[src/rtl/filter_ctrl_pkg.sv]
// Shared types and constants for the frame-synchronous threshold filter controller.
package filter_ctrl_pkg;

    localparam int unsigned THRESH_W = 8;
    localparam int unsigned PIX_X_W  = 10;
    localparam int unsigned PIX_Y_W  = 9;

    localparam logic [THRESH_W-1:0] THRESH_RESET = 8'd128;

    typedef enum logic [1:0] {
        IDLE,
        SYNC,
        ACTIVE,
        REPORT
    } ctrl_state_t;

    // Bits needed to hold counts 0..max_count inclusive.
    function automatic int unsigned cnt_width(input int unsigned max_count);
        return $clog2(max_count + 1);
    endfunction

endpackage

[src/rtl/vga_pos_counter.sv]
// Pixel position tracker: derives column/line of the previous input pixel from
// BLANK_N edges, detects the VS-fall frame boundary and flags timing overruns.
module vga_pos_counter
    import filter_ctrl_pkg::*;
#(
    parameter int unsigned WIDTH  = 640,
    parameter int unsigned HEIGHT = 480
) (
    input  logic               clk_i,
    input  logic               rst_ni,
    input  logic               vs_i,
    input  logic               blank_n_i,
    output logic               boundary_c_o,
    output logic [PIX_X_W-1:0] pix_x_o,
    output logic [PIX_Y_W-1:0] pix_y_o,
    output logic               overflow_o
);

    localparam logic [PIX_X_W-1:0] X_LAST = PIX_X_W'(WIDTH - 1);
    localparam logic [PIX_Y_W-1:0] Y_LAST = PIX_Y_W'(HEIGHT - 1);

    logic               prev_vs_q;
    logic               prev_blank_q;
    logic [PIX_X_W-1:0] pix_x_q, pix_x_d;
    logic [PIX_Y_W-1:0] pix_y_q, pix_y_d;
    logic               y_full_q, y_full_d;
    logic               overflow_q, overflow_d;
    logic               line_start_c;
    logic               line_end_c;

    assign boundary_c_o = prev_vs_q & ~vs_i;
    assign line_start_c = blank_n_i & ~prev_blank_q;
    assign line_end_c   = prev_blank_q & ~blank_n_i & (pix_x_q != '0);

    // y_full marks that the last legal line has ended; a further line is an overrun.
    always_comb begin
        pix_x_d    = pix_x_q;
        pix_y_d    = pix_y_q;
        y_full_d   = y_full_q;
        overflow_d = overflow_q;
        if (boundary_c_o) begin
            pix_x_d  = '0;
            pix_y_d  = '0;
            y_full_d = 1'b0;
        end else if (blank_n_i) begin
            if (line_start_c) begin
                pix_x_d = '0;
                if (y_full_q) begin
                    overflow_d = 1'b1;
                end
            end else if (pix_x_q == X_LAST) begin
                overflow_d = 1'b1;
            end else begin
                pix_x_d = pix_x_q + PIX_X_W'(1);
            end
        end else if (line_end_c) begin
            pix_x_d = '0;
            if (pix_y_q == Y_LAST) begin
                y_full_d = 1'b1;
            end else begin
                pix_y_d = pix_y_q + PIX_Y_W'(1);
            end
        end
    end

    always_ff @(posedge clk_i or negedge rst_ni) begin
        if (!rst_ni) begin
            prev_vs_q    <= 1'b1;
            prev_blank_q <= 1'b0;
            pix_x_q      <= '0;
            pix_y_q      <= '0;
            y_full_q     <= 1'b0;
            overflow_q   <= 1'b0;
        end else begin
            prev_vs_q    <= vs_i;
            prev_blank_q <= blank_n_i;
            pix_x_q      <= pix_x_d;
            pix_y_q      <= pix_y_d;
            y_full_q     <= y_full_d;
            overflow_q   <= overflow_d;
        end
    end

    assign pix_x_o    = pix_x_q;
    assign pix_y_o    = pix_y_q;
    assign overflow_o = overflow_q;

endmodule

[src/rtl/filter_frame_ctrl.sv]
// Frame controller for the VGA threshold filter: counts matches per frame and
// updates the threshold once per frame. FILTER_AUTO_THRESH_EN adds closed-loop auto-adjust.
module filter_frame_ctrl
    import filter_ctrl_pkg::*;
#(
    parameter int unsigned WIDTH  = 640,
    parameter int unsigned HEIGHT = 480,
    parameter int unsigned CNT_W  = cnt_width(WIDTH * HEIGHT),
    parameter int unsigned STEP   = 1,
    parameter int unsigned HYST   = 64
) (
    input  logic                VGA_CLK,
    input  logic                reset_n,
    input  logic                iVGA_HS,
    input  logic                iVGA_VS,
    input  logic                iVGA_BLANK_N,
    input  logic                match,
    input  logic [THRESH_W-1:0] sw_thresh,
    input  logic                auto_en,
    input  logic [CNT_W-1:0]    target,
    output logic [THRESH_W-1:0] thresh,
    output logic [CNT_W-1:0]    frame_count,
    output logic                count_valid,
    output logic [PIX_X_W-1:0]  pix_x,
    output logic [PIX_Y_W-1:0]  pix_y,
    output logic                overflow
);

    ctrl_state_t         state_q, state_d;
    logic [CNT_W-1:0]    acc_q, acc_d;
    logic [CNT_W-1:0]    frame_count_q, frame_count_d;
    logic                count_valid_q, count_valid_d;
    logic [THRESH_W-1:0] thresh_q, thresh_d;
    logic [CNT_W-1:0]    acc_sum_c;
    logic [THRESH_W-1:0] report_thresh_c;
    logic                boundary_c;
    logic                unused_c;

    vga_pos_counter #(
        .WIDTH (WIDTH),
        .HEIGHT(HEIGHT)
    ) u_pos (
        .clk_i       (VGA_CLK),
        .rst_ni      (reset_n),
        .vs_i        (iVGA_VS),
        .blank_n_i   (iVGA_BLANK_N),
        .boundary_c_o(boundary_c),
        .pix_x_o     (pix_x),
        .pix_y_o     (pix_y),
        .overflow_o  (overflow)
    );

    // Saturating count including the current cycle, so a boundary-cycle match still lands.
    assign acc_sum_c = (iVGA_BLANK_N && match && (acc_q != '1)) ? acc_q + CNT_W'(1) : acc_q;

`ifdef FILTER_AUTO_THRESH_EN
    localparam int unsigned SUM_W = CNT_W + 1;
    localparam int unsigned UP_W  = THRESH_W + 1;

    logic [SUM_W-1:0] fc_ext_c, fc_plus_hyst_c, target_ext_c, target_plus_hyst_c;
    logic [UP_W-1:0]  thresh_up_c;
    logic [THRESH_W-1:0] thresh_dn_c;

    // Deadband comparison at one extra bit so neither sum can wrap.
    always_comb begin
        fc_ext_c           = SUM_W'(frame_count_q);
        target_ext_c       = SUM_W'(target);
        fc_plus_hyst_c     = fc_ext_c + SUM_W'(HYST);
        target_plus_hyst_c = target_ext_c + SUM_W'(HYST);
        thresh_up_c        = UP_W'(thresh_q) + UP_W'(STEP);
        thresh_dn_c        = (thresh_q < THRESH_W'(STEP)) ? '0 : thresh_q - THRESH_W'(STEP);
        report_thresh_c    = thresh_q;
        if (!auto_en) begin
            report_thresh_c = sw_thresh;
        end else if (fc_ext_c > target_plus_hyst_c) begin
            report_thresh_c = thresh_up_c[UP_W-1] ? '1 : thresh_up_c[THRESH_W-1:0];
        end else if (fc_plus_hyst_c < target_ext_c) begin
            report_thresh_c = thresh_dn_c;
        end
    end

    assign unused_c = iVGA_HS;
`else
    assign report_thresh_c = sw_thresh;
    assign unused_c        = ^{iVGA_HS, auto_en, target, 32'(STEP), 32'(HYST)};
`endif

    // First boundary after reset closes a partial frame, so IDLE never reports.
    always_comb begin
        state_d       = state_q;
        acc_d         = boundary_c ? '0 : acc_sum_c;
        frame_count_d = frame_count_q;
        count_valid_d = 1'b0;
        thresh_d      = thresh_q;
        case (state_q)
            IDLE: begin
                if (boundary_c) begin
                    state_d = SYNC;
                end
            end
            SYNC: begin
                if (boundary_c) begin
                    state_d       = REPORT;
                    frame_count_d = '0;
                    count_valid_d = 1'b1;
                end else if (iVGA_BLANK_N) begin
                    state_d = ACTIVE;
                end
            end
            ACTIVE: begin
                if (boundary_c) begin
                    state_d       = REPORT;
                    frame_count_d = acc_sum_c;
                    count_valid_d = 1'b1;
                end
            end
            REPORT: begin
                state_d  = SYNC;
                thresh_d = report_thresh_c;
            end
            default: state_d = IDLE;
        endcase
    end

    always_ff @(posedge VGA_CLK or negedge reset_n) begin
        if (!reset_n) begin
            state_q       <= IDLE;
            acc_q         <= '0;
            frame_count_q <= '0;
            count_valid_q <= 1'b0;
            thresh_q      <= THRESH_RESET;
        end else begin
            state_q       <= state_d;
            acc_q         <= acc_d;
            frame_count_q <= frame_count_d;
            count_valid_q <= count_valid_d;
            thresh_q      <= thresh_d;
        end
    end

    assign thresh      = thresh_q;
    assign frame_count = frame_count_q;
    assign count_valid = count_valid_q;

endmodule

[config.mk]
export PLATFORM = sky130hd
export DESIGN_NAME = filter_frame_ctrl
export DESIGN_NICKNAME = d
export VERILOG_FILES = /design/src/rtl/filter_ctrl_pkg.sv /design/src/rtl/vga_pos_counter.sv /design/src/rtl/filter_frame_ctrl.sv
export SDC_FILE = /design/constraint.sdc
export NUM_CORES = 1
export LEC_CHECK = 0
export BUFFER_PORTS_ARGS = -buffer_cell sky130_fd_sc_hd__buf_4
export CAP_MARGIN = 20
export CORE_MARGIN = 5
export CORE_UTILIZATION = 45
export CTS_BUF_LIST = sky130_fd_sc_hd__clkbuf_8
export DETAILED_ROUTE_END_ITERATION = 8
export GPL_TIMING_DRIVEN = 0
export PLACE_DENSITY = 0.68
export SYNTH_ARGS = -nofsm -noshare
export SYNTH_HDL_FRONTEND = slang
export SYNTH_SLANG_ARGS = --single-unit
[constraint.sdc]
create_clock -name VGA_CLK -period 2.5 [get_ports VGA_CLK]
set_input_delay 0.125 -clock VGA_CLK [delete_from_list [all_inputs] [get_ports VGA_CLK]]
set_output_delay 0.125 -clock VGA_CLK [all_outputs]
set_load 0.005 [all_outputs]
==> flow_metrics.tcl, run 1 <==
set metrics [dict create \
    number_of_instances_in_the_synthesized_netlist 409 \
    p_total_mw 2.987 \
    cts_setup_buffers 0 \
    gr-total-overflow 0 \
    critical_path.max_fanout 7 \
    fin_area_mm2 0.004776 \
    count_of_vias_placed_by_the_detailed_router 3625 \
    wl_per_cell_um 17.12 \
    start_util 0.4564 \
    clock_buffer_count_from_cts 9 \
    finalNetCount 526 \
    synth.ff_latch_count 72 \
    placement.io_buffers 60 \
    cts_tree "done" \
    dp_hpwl_um 7236 \
    layout_commonest_cell "sky130_fd_sc_hd__dfrtp_1" \
    die-area_mm2 0.01073 \
    global_route_wire_length_before_repair_um 17200 \
    fin_crit_ns 2.341 \
    cts.root.buffer_cell "sky130_fd_sc_hd__clkbuf_8" \
    timing.max_slew.rel_slack 0.3948 \
    p_leak_nw 2.147 \
    finalMaxSlewViolations 0 \
    count_of_pins_on_the_block_boundary 82 \
    avgSynthCellArea_um2 9.636 \
    synth_warnings 0 \
    synth.lib_cells_used.distinct 55 \
    crit_path_top_delay_cell "sky130_fd_sc_hd__or4b_1" \
    pin_slew_with_the_least_headroom_to_its_limit_ns 0.9079 \
    maximum_number_of_pins_on_one_net_before_global_route_repair 73 \
    drt-vias-per-instance 6.072 \
    p_comb_frac 0.227 \
    cp_cell_sequence "inv_1 -> ha_1 -> or4b_1 -> o31ai_2 -> a2bb2oi_1 -> a31oi_1" \
    crit_path_end_kind "flip-flop" \
    setup_repair_after_global_routing_missed_its_margin "no" \
    final.period_utilization 0.9364 \
    maxCapViolCount 0 \
    hold-worst-slack_ns 0.01461 \
    drt_pass1_iterations 5 \
    cts-root-to-sink-buffers 2 \
    clockPowerShare 0.314 \
    regToRegSetupSlack_ns 0.16 \
    vdd.ir_drop.worst_mv 0.2629 \
    antenna_violations_before_repair 0 \
    run_status "completed" \
    fillers 782 \
    first_global_vias 3588 \
    element_type_at_the_critical_path_start "flip-flop" \
    synth-edff-count 0 \
    worstHoldPathType "in -> reg" \
    core_area_mm2 0.008636 \
    final_cell_mix "sky130_fd_sc_hd__dfrtp_1, sky130_fd_sc_hd__buf_4, sky130_fd_sc_hd__nand2_1, sky130_fd_sc_hd__nand3_1, sky130_fd_sc_hd__a21oi_1" \
    critical_path_class "reg -> reg" \
    dieHeight_um 103.6 \
    syn-num-nets 451 \
    internal-power_mw 2.137 \
    final.setup_skew_ns 0.01079 \
    antenna_cells 0 \
    maxClockFrequency_mhz 427.2 \
    numPlacedInstances 578 \
    finalHoldViolCount 0 \
    power.net_switching_mw 0.8501 \
    route.detailed.drc 0 \
    drt-initial-drc-count 181 \
    cts.sink_count 72 \
    crit_path_dat_ns 2.60 \
    power.share.switching 0.2846 \
    fp.dieW_um 103.6 \
    final_util 0.5530 \
    crit_required_ns 2.76 \
    gpl.final_weighted_congestion 0.8555 \
    critical_path.max_stage_delay_ns 0.54 \
    number_of_setup_violations_in_the_final_report 0 \
    worstSkewPairLatency_ns 0.35 \
    dp_worst_setup_slack_ns 0.1551 \
    setup-tns-final_ns 0 \
    synthFlopType "sky130_fd_sc_hd__dfrtp_1" \
    power.density_cell_area_mw_per_mm2 625.5 \
    cts.reportedPaths.clkPinSlew_ns 0.07 \
    placement.cell_area_mm2 0.004532 \
    worst_setup_slack_final_ns 0.1590 \
    num_rows 34 \
    layout.cells.non_filler 597 \
    finalWirelength_um 10220 \
    drt.antenna.violating_nets 0 \
    sequentialPowerShare 0.459 \
    flow.area_growth_from_synthesis_pct 21.17 \
    async_flop_share 1.000 \
    grt.total_usage 0.1903 \
    synthesis.area_mm2 0.003941 \
    cts_htree_levels 3 \
    part_of_the_yosys_area_used_for_sequential_elements 0.4578 \
    fraction_of_layout_instances_using_a_drive_strength_above_1 0.2045 \
]
Yosys cell counts (2+ instances only):
library cell | instances | share of area
sky130_fd_sc_hd__nand4_1 | 12 | 0.019
sky130_fd_sc_hd__buf_4 | 2 | 0.0038
sky130_fd_sc_hd__a32oi_1 | 5 | 0.011
sky130_fd_sc_hd__o211ai_1 | 7 | 0.013
sky130_fd_sc_hd__nand2_1 | 34 | 0.032
sky130_fd_sc_hd__mux2_2 | 9 | 0.026
sky130_fd_sc_hd__clkbuf_1 | 16 | 0.015
sky130_fd_sc_hd__and4_1 | 6 | 0.013
sky130_fd_sc_hd__mux2i_1 | 9 | 0.023
sky130_fd_sc_hd__a221o_1 | 4 | 0.010
sky130_fd_sc_hd__o311ai_0 | 4 | 0.0089
sky130_fd_sc_hd__buf_2 | 5 | 0.0063
sky130_fd_sc_hd__a21o_1 | 2 | 0.0038
sky130_fd_sc_hd__o21ai_0 | 11 | 0.014
sky130_fd_sc_hd__o311a_1 | 4 | 0.010
sky130_fd_sc_hd__a221oi_1 | 2 | 0.0044
sky130_fd_sc_hd__a211oi_1 | 5 | 0.0095
sky130_fd_sc_hd__nor4_1 | 4 | 0.0063
sky130_fd_sc_hd__o31ai_1 | 13 | 0.025
sky130_fd_sc_hd__nor3_1 | 12 | 0.015
sky130_fd_sc_hd__dfrtp_1 | 70 | 0.44
sky130_fd_sc_hd__nand2b_1 | 9 | 0.014
sky130_fd_sc_hd__dfstp_2 | 2 | 0.013
sky130_fd_sc_hd__nor2_1 | 18 | 0.017
sky130_fd_sc_hd__ha_1 | 8 | 0.025
sky130_fd_sc_hd__inv_1 | 8 | 0.0076
sky130_fd_sc_hd__or3_1 | 4 | 0.0063
sky130_fd_sc_hd__and3_1 | 11 | 0.017
sky130_fd_sc_hd__or4_1 | 15 | 0.029
sky130_fd_sc_hd__nand3_1 | 30 | 0.038
sky130_fd_sc_hd__a31oi_1 | 11 | 0.017
sky130_fd_sc_hd__nor2b_1 | 2 | 0.0032
sky130_fd_sc_hd__and2_1 | 6 | 0.0095
sky130_fd_sc_hd__a21oi_1 | 27 | 0.034
sky130_fd_sc_hd__nand3b_1 | 2 | 0.0038
registers in the layout, indices dropped and copies added (netlist names):
name,flops
acc_q,19
frame_count,19
u_pos.pix_x_o,10
u_pos.pix_y_o,9
thresh,8
state_q,2
count_valid,1
u_pos.overflow_o,1
u_pos.prev_blank_q,1
u_pos.prev_vs_q,1
u_pos.y_full_q,1
power by group through the flow:
| stage | clock (mW) | combinational [mW] | sequential (mW) |
|---|---|---|---|
| floorplan | 0 | 0.373 | 1.39 |
| finish | 0.938 | 0.677 | 1.37 |
| global placement | 0 | 0.654 | 1.39 |
| global route | 1.02 | 0.754 | 1.39 |
| detailed placement | 0 | 0.678 | 1.40 |
| CTS | 0.964 | 0.684 | 1.37 |
layer usage:
layer	GRT usage	vias up	routed length, µm
met2	0.3147	112	4997
met4	0.04780	0	82
met1	0.2513	1761	4577
li1	-	1742	-
met5	0	-	0
met3	0.04540	10	563
path summary, 6_finish.rpt:
path,from,end,depth (start not counted)
min,sw_thresh[6],thresh[6],2
max reg2reg,u_pos.pix_x_o[0],u_pos.pix_x_o[4],6
min in group asynchronous,reset_n,frame_count[18],2
min reg2reg,frame_count[18],frame_count[18],2
max in group asynchronous,reset_n,u_pos.pix_x_o[5],2
max,u_pos.pix_x_o[0],u_pos.pix_x_o[4],6
final cells by class:
type / count / area, µm² / share of cell area
Buffer: 24 / 105.1 / 0.02201
Sequential cell: 72 / 1804 / 0.3778
Timing Repair Buffer: 64 / 485.5 / 0.1017
Clock inverter: 5 / 47.55 / 0.009955
Tap cell: 108 / 135.1 / 0.02829
Clock buffer: 11 / 151.4 / 0.03170
Multi-Input combinational cell: 305 / 2017 / 0.4223
Inverter: 8 / 30.03 / 0.006288
kinds of logic (layout without fill, tap and decap cells):
family	count (synthesis)	after routing	share of synthesized area
simple gates	171	171	0.2409
flops	72	72	0.4578
buf+inv	32	112	0.03397
mux	18	18	0.04857
compound gates	108	108	0.1933
fa+ha+maj	8	8	0.02540
repair_timing:
| item | in CTS | in global routing |
|---|---|---|
| hold endpoints to repair | 72 | 0 |
| setup endpoints to repair | 0 | 6 |
| gates resized for setup | 0 | 4 |
| hold buffers | 3 | 0 |
critical path, delay by kind of cell, from the launching register on:
kind | cells | cell delay (ns)
compound gates | 3 | 1.04
fa+ha+maj | 1 | 0.15
flops | 1 | 0.43
simple gates | 1 | 0.54
buf+inv | 1 | 0.11
No activity file was read; power rests on OpenSTA's default activity.
==> inputs of run 2 (changes only) <==
- CORE_ASPECT_RATIO: default -> 1.5
- CTS_CLUSTER_DIAMETER: default -> 120
- SKIP_CTS_REPAIR_TIMING: default -> 1
==> run 2 against run 1 <==
  * Power fell by 6.4%
  * Die area rose by 0.36%
  * Via count rose by 2.7%
  * Count of clock-buffer cells in the layout fell by 2
  * Utilization rose by 0.38 points
  * Wire length rose by 5.1%
  * First-iteration DRC count rose by 65%
  * Critical endpoint is now u_pos.pix_y_o[1]
  * Largest power group unchanged
  * Cell area fell by 1.3%
  * Maximum frequency rose by 0.79%
==> flow_metrics.tcl, run 2 (synthesis gave the netlist of run 1 again) <==
set metrics [dict create \
    crit_path_dat_ns 2.60 \
    fin_area_mm2 0.004713 \
    cts_htree_levels 3 \
    p_leak_nw 2.122 \
    antenna_violations_before_repair 0 \
    route.met2.wl_um 5470 \
    final_cell_mix "sky130_fd_sc_hd__dfrtp_1, sky130_fd_sc_hd__buf_4, sky130_fd_sc_hd__nand2_1, sky130_fd_sc_hd__nand3_1, sky130_fd_sc_hd__a21oi_1" \
    cp_cell_sequence "inv_1 -> ha_1 -> or4b_1 -> o311ai_2 -> buf_4 -> o21ai_0 -> a21oi_1" \
    num_rows 41 \
    layout.cells.non_filler 594 \
    clock_buffer_count_from_cts 9 \
    cts.sink_count 72 \
    crit_path_end_kind "flip-flop" \
    gpl.final_weighted_congestion 0.8493 \
    cts_tree "done" \
    finalMaxSlewViolations 0 \
    layout_commonest_cell "sky130_fd_sc_hd__dfrtp_1" \
    power.density_cell_area_mw_per_mm2 593.6 \
    die-area_mm2 0.01077 \
    clockPowerShare 0.268 \
    critical-path-top-delay-family "compound AO/OA/AOI/OAI gates" \
    placement.io_buffers 60 \
    worstSkewPairLatency_ns 0.36 \
    final.period_utilization 0.9290 \
    cts.root.buffer_cell "sky130_fd_sc_hd__clkbuf_8" \
    internal-power_mw 1.964 \
    fin_crit_ns 2.323 \
    crit_required_ns 2.77 \
    fp.dieW_um 86.41 \
    timing.max_slew.rel_slack 0.3744 \
    finalHoldViolCount 0 \
    sequentialPowerShare 0.493 \
    setup_repair_after_global_routing_missed_its_margin "no" \
    fraction_of_layout_instances_using_a_drive_strength_above_1 0.1971 \
    critical_path_class "reg -> reg" \
    flow.area_growth_from_synthesis_pct 19.59 \
    critical_path.max_fanout 10 \
    highest-signal-layer "met4" \
    cts.reportedPaths.clkPinSlew_ns 0.07 \
    finalNetCount 527 \
    global_route_wire_length_before_repair_um 17860 \
    worstHoldPathType "in -> reg" \
    placement.cell_area_mm2 0.004531 \
    vdd.ir_drop.worst_mv 0.4479 \
    element_type_at_the_critical_path_start "flip-flop" \
    final.setup_skew_ns 0.009302 \
    number_of_setup_violations_in_the_final_report 0 \
    grt.total_usage 0.2058 \
    start_util 0.4656 \
    maximum_number_of_pins_on_one_net_before_global_route_repair 73 \
    final_util 0.5568 \
    dp_hpwl_um 7633 \
    critPathBufInv 2 \
    route.detailed.drc 0 \
    power.net_switching_mw 0.8340 \
    crit_path_top_delay_cell "sky130_fd_sc_hd__o311ai_2" \
    numPlacedInstances 577 \
    drt.antenna.violating_nets 0 \
    maxCapViolCount 0 \
    run_status "completed" \
    power.share.switching 0.2981 \
    setup-tns-final_ns 0 \
    drt_pass1_iterations 5 \
    maxClockFrequency_mhz 430.6 \
    met3_length_um 640 \
    wl_met1_um 4262 \
    first_global_vias 3685 \
    p_comb_frac 0.240 \
    gr-total-overflow 0 \
    count_of_vias_placed_by_the_detailed_router 3724 \
    drt-initial-drc-count 298 \
    critical_path.max_stage_delay_ns 0.52 \
    dieHeight_um 124.6 \
    finalWirelength_um 10750 \
    antenna_cells 0 \
    count_of_pins_on_the_block_boundary 82 \
    wl_per_cell_um 18.09 \
    drt-vias-per-instance 6.269 \
    pin_slew_with_the_least_headroom_to_its_limit_ns 0.9322 \
    core_area_mm2 0.008464 \
    cts-root-to-sink-buffers 2 \
]
[run 2: layer usage]
metal | up-vias | GRT usage
li1 | 1728 | -
met1 | 1821 | 0.2454
met2 | 144 | 0.3431
met3 | 31 | 0.04236
met4 | 0 | 0.1046
met5 | - | 0
[run 2: power by group through the flow]
stage / sequential (mW) / clock (mW) / combinational [mW]
detailed placement: 1.40 / 0 / 0.673
global placement: 1.39 / 0 / 0.651
floorplan: 1.39 / 0 / 0.373
finish: 1.38 / 0.750 / 0.670
global route: 1.39 / 0.818 / 0.753
CTS: 1.38 / 0.767 / 0.676
[run 2: worst register-to-register path, cell delays in order (launching register included)]
cell	delay, ns
sky130_fd_sc_hd__dfrtp_1	0.43
sky130_fd_sc_hd__inv_1	0.11
sky130_fd_sc_hd__ha_1	0.14
sky130_fd_sc_hd__or4b_1	0.51
sky130_fd_sc_hd__o311ai_2	0.52
sky130_fd_sc_hd__buf_4	0.27
sky130_fd_sc_hd__o21ai_0	0.10
sky130_fd_sc_hd__a21oi_1	0.17
[run 2: cell type report]
type | instances | area, µm²
repair buffers | 65 | 495.5
clock inverters | 4 | 17.52
fillers | 810 | 3751
clock buffers | 9 | 123.9
flip-flops and latches | 72 | 1804
multi-input cells | 305 | 2003
well taps | 107 | 133.9
inverters | 8 | 30.03
plain buffers | 24 | 105.1
[run 2: worst paths after layout]
check | from | to | slack, ns | cells past startpoint
worst max-delay path | u_pos.pix_x_o[0] | u_pos.pix_y_o[1] | 0.18 | 7
worst min-delay path | sw_thresh[2] | thresh[2] | 0.005 | 2
worst max register to register | u_pos.pix_x_o[0] | u_pos.pix_y_o[1] | 0.18 | 7
worst min register to register | frame_count[18] | frame_count[18] | 0.49 | 2
max in group asynchronous | reset_n | frame_count[4] | 1.44 | 2
min in group asynchronous | reset_n | frame_count[8] | 0.44 | 2
[run 2: stage by stage]
step / hold WS, ns / setup WS (ns) / total power, mW
5_1_grt: 0.001508 / 0.0007219 / 2.963
3_5_place_dp: 0.2480 / 0.1075 / 2.070
6_report: 0.005297 / 0.1774 / 2.798
2_1_floorplan: -0.1706 / 0.4646 / 1.765
4_1_cts: -0.1346 / 0.07158 / 2.820
3_3_place_gp: 0.2481 / 0.1709 / 2.041
